--- src/rtl/jump_encoder.sv ---
// jump_encoder: inverse of the Jump_Shift datapath step.
// Splits a 32-bit jump target into the 26-bit J-type address field and the
// 4-bit upper-PC remainder. It flags misaligned targets and targets outside
// the 256 MB region of PC+4. Results sit in a small FIFO behind valid/ready
// handshakes on both sides.
// Optional feature: define JUMP_ENC_ERRCNT_EN to build the saturating error
// counter. Without it, err_count is tied to zero.
module jump_encoder #(
    parameter int FIFO_DEPTH = 4,
    parameter int CNT_W      = 16
) (
    input  logic             clk,
    input  logic             rst_n,
    input  logic             in_valid,
    output logic             in_ready,
    input  logic [31:0]      target,
    input  logic [31:0]      pc_plus4,
    output logic             out_valid,
    input  logic             out_ready,
    output logic [25:0]      adr,
    output logic [3:0]       adr_rmdr,
    output logic             err_align,
    output logic             err_region,
    output logic [CNT_W-1:0] enc_count,
    output logic [7:0]       err_count
);

    localparam int PTR_W = (FIFO_DEPTH > 1) ? $clog2(FIFO_DEPTH) : 1;
    localparam int OCC_W = PTR_W + 1;

    localparam logic [PTR_W-1:0] PTR_LAST = PTR_W'(FIFO_DEPTH - 1);
    localparam logic [OCC_W-1:0] OCC_FULL = OCC_W'(FIFO_DEPTH);
    localparam logic [OCC_W-1:0] OCC_LAST = OCC_W'(FIFO_DEPTH - 1);
    localparam logic [OCC_W-1:0] OCC_ONE  = OCC_W'(1);

    // One encoded result, as stored per FIFO slot
    typedef struct packed {
        logic [25:0] adr;
        logic [3:0]  rmdr;
        logic        ealign;
        logic        eregion;
    } entry_t;

    typedef enum logic [1:0] {
        S_EMPTY   = 2'd0,
        S_PARTIAL = 2'd1,
        S_FULL    = 2'd2
    } state_t;

    entry_t             r_mem [FIFO_DEPTH];
    logic [PTR_W-1:0]   r_wptr;
    logic [PTR_W-1:0]   r_rptr;
    logic [OCC_W-1:0]   r_count;
    state_t             r_state;
    logic [CNT_W-1:0]   r_enc_cnt;

    logic               w_in_ready;
    logic               w_out_valid;
    logic               w_push;
    logic               w_pop;
    entry_t             w_new;
    entry_t             w_head;
    logic               w_unused_pc;

    // Ready and valid depend only on registered state.
    // There is no combinational path from out_ready to in_ready.
    assign w_in_ready  = (r_state != S_FULL);
    assign w_out_valid = (r_state != S_EMPTY);
    assign w_push      = in_valid && w_in_ready;
    assign w_pop       = w_out_valid && out_ready;

    // Encode on the input side so each slot holds a finished result
    always_comb begin
        w_new         = '0;
        w_new.adr     = target[27:2];
        w_new.rmdr    = target[31:28];
        w_new.ealign  = |target[1:0];
        w_new.eregion = (target[31:28] != pc_plus4[31:28]);
    end

    // Only the region nibble of PC+4 matters for the encoding
    assign w_unused_pc = ^pc_plus4[27:0];

    // Storage array. Stale slots are never visible because the head is gated by out_valid
    always_ff @(posedge clk) begin
        if (w_push) begin
            r_mem[r_wptr] <= w_new;
        end
    end

    // Pointers, occupancy and the EMPTY/PARTIAL/FULL control state
    always_ff @(posedge clk or negedge rst_n) begin
        if (!rst_n) begin
            r_wptr  <= '0;
            r_rptr  <= '0;
            r_count <= '0;
            r_state <= S_EMPTY;
        end else begin
            if (w_push) begin
                r_wptr <= (r_wptr == PTR_LAST) ? '0 : r_wptr + 1'b1;
            end
            if (w_pop) begin
                r_rptr <= (r_rptr == PTR_LAST) ? '0 : r_rptr + 1'b1;
            end
            case ({w_push, w_pop})
                2'b10:   r_count <= r_count + 1'b1;
                2'b01:   r_count <= r_count - 1'b1;
                default: r_count <= r_count;
            endcase
            case (r_state)
                S_EMPTY: begin
                    // A pop is impossible while empty
                    if (w_push) begin
                        r_state <= (OCC_ONE == OCC_FULL) ? S_FULL : S_PARTIAL;
                    end
                end
                S_PARTIAL: begin
                    if (w_push && !w_pop && (r_count == OCC_LAST)) begin
                        r_state <= S_FULL;
                    end else if (w_pop && !w_push && (r_count == OCC_ONE)) begin
                        r_state <= S_EMPTY;
                    end
                end
                S_FULL: begin
                    // A push is impossible while full
                    if (w_pop) begin
                        r_state <= (OCC_LAST == '0) ? S_EMPTY : S_PARTIAL;
                    end
                end
                default: r_state <= S_EMPTY;
            endcase
        end
    end

    // Head entry, forced to zero while empty so reset shows clean outputs
    assign w_head = w_out_valid ? r_mem[r_rptr] : '0;

    assign in_ready   = w_in_ready;
    assign out_valid  = w_out_valid;
    assign adr        = w_head.adr;
    assign adr_rmdr   = w_head.rmdr;
    assign err_align  = w_head.ealign;
    assign err_region = w_head.eregion;

    // Count results taken by the consumer. Wraps naturally
    always_ff @(posedge clk or negedge rst_n) begin
        if (!rst_n) begin
            r_enc_cnt <= '0;
        end else if (w_pop) begin
            r_enc_cnt <= r_enc_cnt + 1'b1;
        end
    end

    assign enc_count = r_enc_cnt;

`ifdef JUMP_ENC_ERRCNT_EN
    logic [7:0] r_err_cnt;

    // Count erroneous results taken by the consumer. Saturates at 255
    always_ff @(posedge clk or negedge rst_n) begin
        if (!rst_n) begin
            r_err_cnt <= '0;
        end else if (w_pop && (w_head.ealign || w_head.eregion) && (r_err_cnt != 8'hFF)) begin
            r_err_cnt <= r_err_cnt + 1'b1;
        end
    end

    assign err_count = r_err_cnt;
`else
    assign err_count = 8'd0;
`endif

endmodule

--- config.mk ---
export PLATFORM = sky130hd
export DESIGN_NAME = jump_encoder
export DESIGN_NICKNAME = d
export VERILOG_FILES = /design/src/rtl/jump_encoder.sv
export SDC_FILE = /design/constraint.sdc
export NUM_CORES = 1
export LEC_CHECK = 0
export BUFFER_PORTS_ARGS = -buffer_cell sky130_fd_sc_hd__buf_2
export CORE_MARGIN = 5
export CORE_UTILIZATION = 35
export CTS_BUF_LIST = sky130_fd_sc_hd__clkbuf_4 sky130_fd_sc_hd__clkbuf_8
export CTS_CLUSTER_SIZE = 20
export DETAILED_ROUTE_END_ITERATION = 8
export PLACE_DENSITY_LB_ADDON = 0.08
export SLEW_MARGIN = 25
export SYNTH_ARGS = -nofsm -noshare
export SYNTH_HDL_FRONTEND = slang
export SYNTH_SLANG_ARGS = --single-unit
--- constraint.sdc ---
create_clock -name clk -period 2.8 [get_ports clk]
set_clock_uncertainty 0.15 [all_clocks]
set_input_delay 0.42 -clock clk [delete_from_list [all_inputs] [get_ports clk]]
set_output_delay 0.42 -clock clk [all_outputs]
set_load 0.02 [all_outputs]
==> impl_results.md, run 1 <==
* Grt ovf at 0
* Via-per-instance ratio at 4.67
* WL/cell at 18.0 um
* Asr flop ratio synth at 16.3%
* Syn Area/Cell at 18.5 um2
* Crit path launch type: register
* # IOs at 126
* Port Buf Inserts at 89
* Status: complete, no violations
* Final period util at 90.3%
* CP Max Fanout at 12
* P&R area growth vs syn at 19.2%
* Root Buffer: clkbuf_8
* Clock Power Share at 23.3%
* Setup TNS at 0 ns
* Crit Path Category: reg -> out
* Post-CTS Setup Repair Bufs at 0
* Crit. End Element: primary output
* Max-cap violations at 0
* Die width at 143 um
* Diodes inserted at 0
* Largest area contributor in the netlist: edfxtp_1
* Post-synth top flop: edfxtp_1
* Rel. slew slack at 60.4%
* GPL Wtd Cong at 0.738
* ANT nets after route at 0
* Die area at 0.0205 mm2
* Initial antenna violation count at 1
* H-tree levels at 4
* Fin nets at 518
* EDFF count, synth at 128
* Clock Pin Slew Worst Setup and Hold Paths at 0.08 ns
* Largest net degree at the start of global routing at 26
* Cell row count at 48
* Design Area, Final at 0.00742 mm2
* Initial core utilization at 35.9%
* Share of power burned in registers at 42.1%
* Library cells used by synthesis at 36
* Area post-placement at 0.00700 mm2
* Sequential fraction of the synthesis area at 71.8%
* DRC viols at 0
* Cell count after placement at 643
* Layout fillers at 1,559
* Top post-synthesis cells by count: edfxtp_1, mux4_2, nor2b_1, dfrtp_1, xnor2_1
* Power Total at 0.00744 W
* Hpwl dp at 7770 um
* Most numerous cell in the Yosys netlist: edfxtp_1
* Leakage dissipation at 2.78 nW
* Ranking of synthesized cells by area: edfxtp_1, mux4_2, dfrtp_1
* Hold buffers post-CTS at 1
* Final min period at 2.53 ns
* Sw power at 0.00243 W
* Critical path required time at 2.23 ns
* Max VDD drop at 459 uV
* Worst slack, placed at 0.696 ns
* Clock Sinks at 153
* Post-route worst setup slack at 0.270 ns
* Number of global-route vias before repair at 3,397
* Synth Register Bits at 153
* Post-Route WL at 12,200 um
* Post-synthesis instance area at 0.00622 mm2
* Total number of vias at 3,156
* Tot GR Track Use at 12.4%
* Comb power frac at 34.6%
* Max Clk Rate at 0.395 GHz
* Setup violators final at 0
* Violation count after the first detailed-routing iteration at 112
* Gate Count Post-Synth at 336
* Power Density at 1000 mW/mm2
* Cell-internal power at 0.00500 W
* Slew @ Worst Pin at 0.595 ns
* Crit path arrival time at 1.96 ns
* Share of cells above drive strength 1 at 38.6%
* Clock Latency Late Sink at 0.44 ns
* RSZ-0062 raised after global routing: no
* Area share of the largest cell type after synthesis at 61.8%
* First-pass GRT wire length at 19,000 um
* Iteration count of the initial detailed-routing pass at 4
* Final Max Slew Viols at 0
* Yosys Warn Count at 0
* Final hold violations at 0
* CORE AREA at 0.0174 mm2
* CTS Buffer Depth at 2
* Non-filler cells, final at 676
* Sw frac at 32.7%
* Hold/Removal Path Class: in -> reg
* TritonCTS clock tree: built
* Die Ht at 143 um
* Post-CTS Resized at 0
* Cts bufs inserted at 17
[per-stage QoR]
stage | hold WS, ns | util, %
final | 0.0403 | 42.8
after global routing | 0.00197 | 42.8
after CTS | 0.000164 | 42.8
after detailed placement | 0.309 | 40.3
after global placement | 0.312 | 40.3
after floorplan | -0.0256 | -
[path summary, 6_finish.rpt]
check | start | end | slack [ns] | cells past startpoint
hold reg to reg | enc_count[15] | enc_count[15] | 0.32 | 1
setup / recovery | r_rptr[0] | adr[17] | 0.27 | 4
max in group asynchronous | rst_n | r_rptr[0] | 1.71 | 2
hold / removal | target[2] | r_mem[1][6] | 0.04 | 1
setup reg to reg | r_state[0] | r_mem[0][3] | 0.76 | 3
min in group asynchronous | rst_n | enc_count[10] | 0.36 | 2
[power by group through the flow]
| stage | Clock, W | Sequential [W] | Combinational (W) |
|---|---|---|---|
| global route | 0.00189 | 0.00317 | 0.00283 |
| finish | 0.00173 | 0.00313 | 0.00257 |
| CTS | 0.00181 | 0.00314 | 0.00267 |
| floorplan | 0 | 0.00314 | 0.00178 |
| global placement | 0 | 0.00317 | 0.00265 |
| detailed placement | 0 | 0.00319 | 0.00266 |
[cells in the final DEF (no fill, tap or decap), drive strengths merged, types with 3 or more instances in the layout]
cell	Yosys	layout
and3	8	8
buf	17	97
bufinv	0	3
clkbuf	5	21
clkinv	0	5
conb	1	8
dfrtp	25	25
edfxtp	128	128
ha	12	12
inv	10	13
mux4	32	32
nand2	15	15
nand3	4	4
nand4	4	4
nor2b	32	32
o21ai	4	4
o22ai	3	3
xnor2	19	19
[layout make-up]
type                       count  area [um2]  share of cell area (%)
inverter                      10        37.5                   0.506
multi-input combinational    158        1610                    21.7
timing repair buffer          98         603                    8.13
sequential                   153        4470                    60.3
clock buffer                  21         270                    3.64
tap                          225         282                    3.79
clock inverter                11         145                    1.96
[sequential cells by signal (all words and copies together), names as in the netlist]
signal,flops
r_mem,128
enc_count,16
r_count,3
r_rptr,2
r_state,2
r_wptr,2
[kinds of logic (layout without fill, tap and decap cells)]
| kind of cell | Yosys count | count (layout) | synth area share [%] |
|---|---|---|---|
| AO/OA/AOI/OAI | 12 | 12 | 1.33 |
| XOR/XNOR | 21 | 21 | 3.08 |
| adder cells (fa/ha/maj) | 12 | 12 | 2.41 |
| buffers and inverters | 32 | 140 | 2.92 |
| flip-flops | 153 | 153 | 71.8 |
| multiplexers | 33 | 33 | 11.7 |
| other | 1 | 8 | 0.0603 |
| AND/OR/NAND/NOR | 72 | 72 | 6.65 |
[metal layers]
layer  global-route usage (%)  up-vias  part of all wire, %
met2                     20.0       82                   48
met1                     15.8     1588                   44
met5                        0        -                 0.11
met4                     3.72        2                 0.90
met3                     4.56        9                  6.5
li1                         -     1475                    -
[worst max-delay path: stages (launching register included)]
cell	delay (ns)
dfrtp_2	0.39
buf_4	0.28
mux4_2	0.53
nor2b_1	0.15
buf_2	0.18
No activity file was read; power rests on OpenSTA's default activity.
==> run 2: changes to the inputs <==
--- a/config.mk
+++ b/config.mk
@@ -12,6 +12,7 @@
 export CTS_CLUSTER_SIZE = 20
 export DETAILED_ROUTE_END_ITERATION = 8
 export PLACE_DENSITY_LB_ADDON = 0.08
+export REMOVE_ABC_BUFFERS = 1
 export SLEW_MARGIN = 25
 export SYNTH_ARGS = -nofsm -noshare
 export SYNTH_HDL_FRONTEND = slang
==> impl_results.md, run 2 (synthesis results as in run 1) <==
* Status: complete, no violations
* Final hold violations at 0
* CTS Buffer Depth at 2
* Crit path launch type: register
* Clock Latency Late Sink at 0.44 ns
* Iteration count of the initial detailed-routing pass at 4
* P&R area growth vs syn at 18.7%
* Crit. End Element: primary output
* Number of global-route vias before repair at 3,492
* RSZ-0062 raised after global routing: no
* Layout fillers at 1,589
* Non-filler cells, final at 681
* Hold/Removal Path Class: in -> reg
* DRC viols at 0
* Final Max Slew Viols at 0
* Die width at 143 um
* Crit Path Category: reg -> out
* FF+latch area at 0.00447 mm2
* Critical path required time at 2.23 ns
* Die area at 0.0205 mm2
* Initial antenna violation count at 1
* Tot GR Track Use at 12.5%
* Grt ovf at 0
* Area occupied by multi-input gates at 0.00161 mm2
* Via-per-instance ratio at 4.74
* Violation count after the first detailed-routing iteration at 104
* Fin nets at 524
* Power Density at 989 mW/mm2
* Max reg flops at 128
* Most common cell after layout, fill and taps aside: edfxtp_1
* Final min period at 2.54 ns
* Cell count after placement at 646
* H-tree levels at 4
* Max-cap violations at 0
* Clock Sinks at 153
* Die Ht at 143 um
* Final period util at 90.7%
* GPL Wtd Cong at 0.716
* CORE AREA at 0.0174 mm2
* WL/cell at 18.1 um
* Hpwl dp at 7930 um
* Max Clk Rate at 0.394 GHz
* First-pass GRT wire length at 19,200 um
* CP Max Fanout at 8
* Largest net degree at the start of global routing at 34
* Setup violators final at 0
* Cell row count at 48
* Port Buf Inserts at 89
* Diodes inserted at 0
* ANT nets after route at 0
* Total number of vias at 3,225
* Cts bufs inserted at 17
* Root Buffer: clkbuf_8
* Post-Route WL at 12,300 um
* Commonest non-fill, non-tap cells in the layout: edfxtp_1, buf_2, mux4_2, nor2b_1, dfrtp_1
* Share of cells above drive strength 1 at 38.2%
* Most flop-heavy register: r_mem
* Crit path arrival time at 1.97 ns
* Max VDD drop at 399 uV
* Slew @ Worst Pin at 0.565 ns
* Clock Pin Slew Worst Setup and Hold Paths at 0.08 ns
* TritonCTS clock tree: built
* Leakage dissipation at 2.77 nW
* Post-layout util at 42.6%
* Rel. slew slack at 62.3%
* # IOs at 126
* Initial core utilization at 35.9%
==> run 2: cell types whose count changed in the layout (fill, tap and decap cells not counted), moves of 2 or more <==
cell	before	now
inv_4	3	0
clkinv_1	0	5
buf_12	7	5
buf_4	1	9
clkinv_4	3	0
clkinvlp_4	0	2
==> run 2: path summary, 6_finish.rpt <==
check	cells after the start	slack, ns	end	startpoint
setup reg to reg	3	0.72	r_mem[1][9]	r_state[1]
hold reg to reg	1	0.34	enc_count[9]	enc_count[9]
min in group asynchronous	2	0.35	enc_count[10]	rst_n
setup / recovery	4	0.26	adr[3]	r_rptr[0]
max in group asynchronous	2	1.72	r_rptr[0]	rst_n
hold / removal	1	0.04	r_mem[0][22]	target[18]
==> run 2: critical path, cell delays in order, from the launching register on <==
cell and delay [ns]:
dfrtp_4 0.47, buf_4 0.22, mux4_2 0.51, nor2b_1 0.15, buf_2 0.19
==> run 2: layout make-up <==
type | count | share of cell area, %
clock buffer | 19 | 3.37
clock inverter | 12 | 1.47
inverter | 10 | 0.508
multi-input combinational | 158 | 21.8
sequential | 153 | 60.6
tap | 225 | 3.81
timing repair buffer | 104 | 8.44
==> run 2: report_power, final <==
group | total [W] | leakage (nW) | internal [W] | switching [W]
combinational | 0.00264 | 1.10 | 0.00116 | 0.00148
clock | 0.00155 | 0.180 | 0.000785 | 0.000761
sequential | 0.00312 | 1.49 | 0.00293 | 0.000190
total | 0.00730 | 2.77 | 0.00487 | 0.00243
==> run 2: metal layers <==
| layer | global-route usage [%] | wire (um) | vias up |
|---|---|---|---|
| li1 | - | - | 1474 |
| met1 | 16.1 | 5500 | 1654 |
| met2 | 19.9 | 5880 | 80 |
| met3 | 4.53 | 773 | 15 |
| met4 | 4.31 | 154 | 2 |
| met5 | 0 | 14 | - |
==> run 2: through the flow <==
stage	setup slack, ns	power, W	hold WS, ns	area [um2]	setup TNS, ns
floorplan	-0.0308	0.00485	-0.0256	6110	-0.985
global placement	0.433	0.00583	0.301	6990	0
detailed placement	0.442	0.00586	0.305	6990	0
CTS	0.0260	0.00742	0.0107	7360	0
global route	0.143	0.00775	0.0105	7390	0
finish	0.259	0.00730	0.0445	7390	0
==> run 2: repair_timing <==
| action | 4_1_cts | 5_1_grt |
|---|---|---|
| endpoints found under the hold margin | 25 | 0 |
| gates cloned | 0 | 0 |
| gates resized for setup | 1 | 0 |
| buffers inserted | 0 | 3 |
| endpoints found under the setup margin | 9 | 5 |
| hold buffers | 1 | 0 |
| pin swaps | 0 | 0 |
==> run 3: changes to the inputs <==
--- a/config.mk
+++ b/config.mk
@@ -7,7 +7,7 @@
 export LEC_CHECK = 0
 export BUFFER_PORTS_ARGS = -buffer_cell sky130_fd_sc_hd__buf_2
 export CORE_MARGIN = 5
-export CORE_UTILIZATION = 35
+export CORE_UTILIZATION = 45
 export CTS_BUF_LIST = sky130_fd_sc_hd__clkbuf_4 sky130_fd_sc_hd__clkbuf_8
 export CTS_CLUSTER_SIZE = 20
 export DETAILED_ROUTE_END_ITERATION = 8
==> impl_results.md, run 3 (synthesis results as in run 1) <==
* Most flop-heavy register: r_mem
* Clock Latency Late Sink at 0.43 ns
* Hold Crit Start: target[9]
* Worst Hold Margin at 0.0497 ns
* Port Buf Inserts at 89
* RR Startpoint: r_state[1]
* Cts bufs inserted at 17
* Initial core utilization at 45.4%
* Violation count after the first detailed-routing iteration at 163
* Worst hold endpoint: r_mem[0][13]
* Worst r2r path cells at 3
* RSZ-0062 raised after global routing: no
* Critical path required time at 2.23 ns
* Cell row count at 43
* Grt ovf at 0
* Hold/Removal Path Class: in -> reg
* P&R area growth vs syn at 17.9%
* Setup violators final at 0
* Most common cell after layout, fill and taps aside: edfxtp_1
* Slew @ Worst Pin at 0.562 ns
* GPL Wtd Cong at 0.727
* Via-per-instance ratio at 5.02
* Flop-to-flop setup slack at 0.80 ns
* Cell count of the worst hold path at 1
* Number of global-route vias before repair at 3,403
* Post-Route WL at 11,200 um
* Hpwl dp at 7270 um
* Fin nets at 529
* Crit-path leading delay family: flip-flops
* H-tree levels at 4
* First-pass GRT wire length at 18,100 um
* Power Total at 0.00723 W
* Post-layout util at 53.5%
* Crit path launch type: register
* ANT nets after route at 0
* Share of cells above drive strength 1 at 39.6%
* Initial antenna violation count at 2
* TritonCTS clock tree: built
* Commonest non-fill, non-tap cells in the layout: edfxtp_1, buf_2, mux4_2, nor2b_1, dfrtp_1
* Die area at 0.0163 mm2
* CP Cell Sequence: buf_4 -> mux4_2 -> nor2b_1 -> buf_2
* Final hold violations at 0
* Clock Pin Slew Worst Setup and Hold Paths at 0.08 ns
* Layout fillers at 1,171
* Clock Sinks at 153
* Die Ht at 128 um
* WL/cell at 17.4 um
* Power Density at 985 mW/mm2
* DRC viols at 0
* # IOs at 126
* Die width at 128 um
* Largest net degree at the start of global routing at 34
* Tot GR Track Use at 14.8%
* FF+latch area at 0.00447 mm2
* Crit. End Element: primary output
* CP Max Fanout at 11
* CORE AREA at 0.0137 mm2
* Crit Path Category: reg -> out
* Iteration count of the initial detailed-routing pass at 4
* Final Max Slew Viols at 0
* CTS Buffer Depth at 2
* Setup TNS at 0 ns
* Final min period at 2.60 ns
* Root Buffer: clkbuf_8
* Max reg flops at 128
* Worst Path Buf+Inv at 2
* Total number of vias at 3,222
* Status: complete, no violations
* Diodes inserted at 0
* Leakage dissipation at 2.80 nW
* CP max stage cell: dfrtp_4
* Reg2reg end: r_mem[0][31]
* Max-cap violations at 0
* Rel. slew slack at 62.6%
* Max Clk Rate at 0.385 GHz
* Crit path arrival time at 2.03 ns
* Area occupied by multi-input gates at 0.00161 mm2
* Max VDD drop at 467 uV
* Crit-path max cell delay at 0.52 ns
* Final period util at 92.7%
## run 3: repair_timing
item / 4_1_cts / 5_1_grt
setup endpoints to repair: 20 / 10
setup buffers: 0 / 7
hold buffers: 1 / 0
resized for setup: 1 / 0
gates cloned: 0 / 0
hold endpoints to repair: 25 / 0
## run 3: report_power, final
group / switching, W / total [W] / internal [W]
Sequential: 0.000187 / 0.00312 / 0.00293
Combinational: 0.00143 / 0.00262 / 0.00118
Clock: 0.000711 / 0.00149 / 0.000780
## run 3: worst register-to-register path, cell delays in order, from the launching register on
cell	delay, ns
dfrtp_1	0.47
or2b_1	0.32
and3_2	0.52
buf_12	0.24
## run 3: worst max-delay path by stage
stage	endpoint	slack, ns	start	cells past startpoint
2_1_floorplan	adr[0]	-0.03	r_rptr[0]	2
3_3_place_gp	adr[4]	0.41	r_rptr[0]	4
3_5_place_dp	adr[4]	0.40	r_rptr[0]	4
4_1_cts	adr[4]	0.008	r_rptr[0]	4
5_1_grt	adr[4]	0.09	r_rptr[0]	4
6_report	adr[4]	0.20	r_rptr[0]	4
## run 3: stage by stage
stage | instance area (um2) | cells | worst slack (ns)
finish | 7340 | 642 | 0.204
global route | 7340 | 642 | 0.0934
CTS | 7290 | 635 | 0.00837
detailed placement | 6920 | 602 | 0.403
global placement | 6920 | 602 | 0.406
floorplan | 6110 | 321 | -0.0308
## run 3: routing by layer
metal | vias up | part of all wire [%] | track usage (%)
li1 | 1490 | - | -
met1 | 1622 | 42 | 18.7
met2 | 85 | 50 | 23.9
met3 | 21 | 6.0 | 4.97
met4 | 4 | 1.9 | 5.62
met5 | - | 0.19 | 0
## run 3: layout make-up
cell class | count | area share, %
Tap cell | 180 | 3.07
Sequential cell | 153 | 61.0
Multi-Input combinational cell | 158 | 22.0
Clock inverter | 6 | 0.716
Inverter | 10 | 0.512
Clock buffer | 26 | 4.11
Timing Repair Buffer | 109 | 8.66
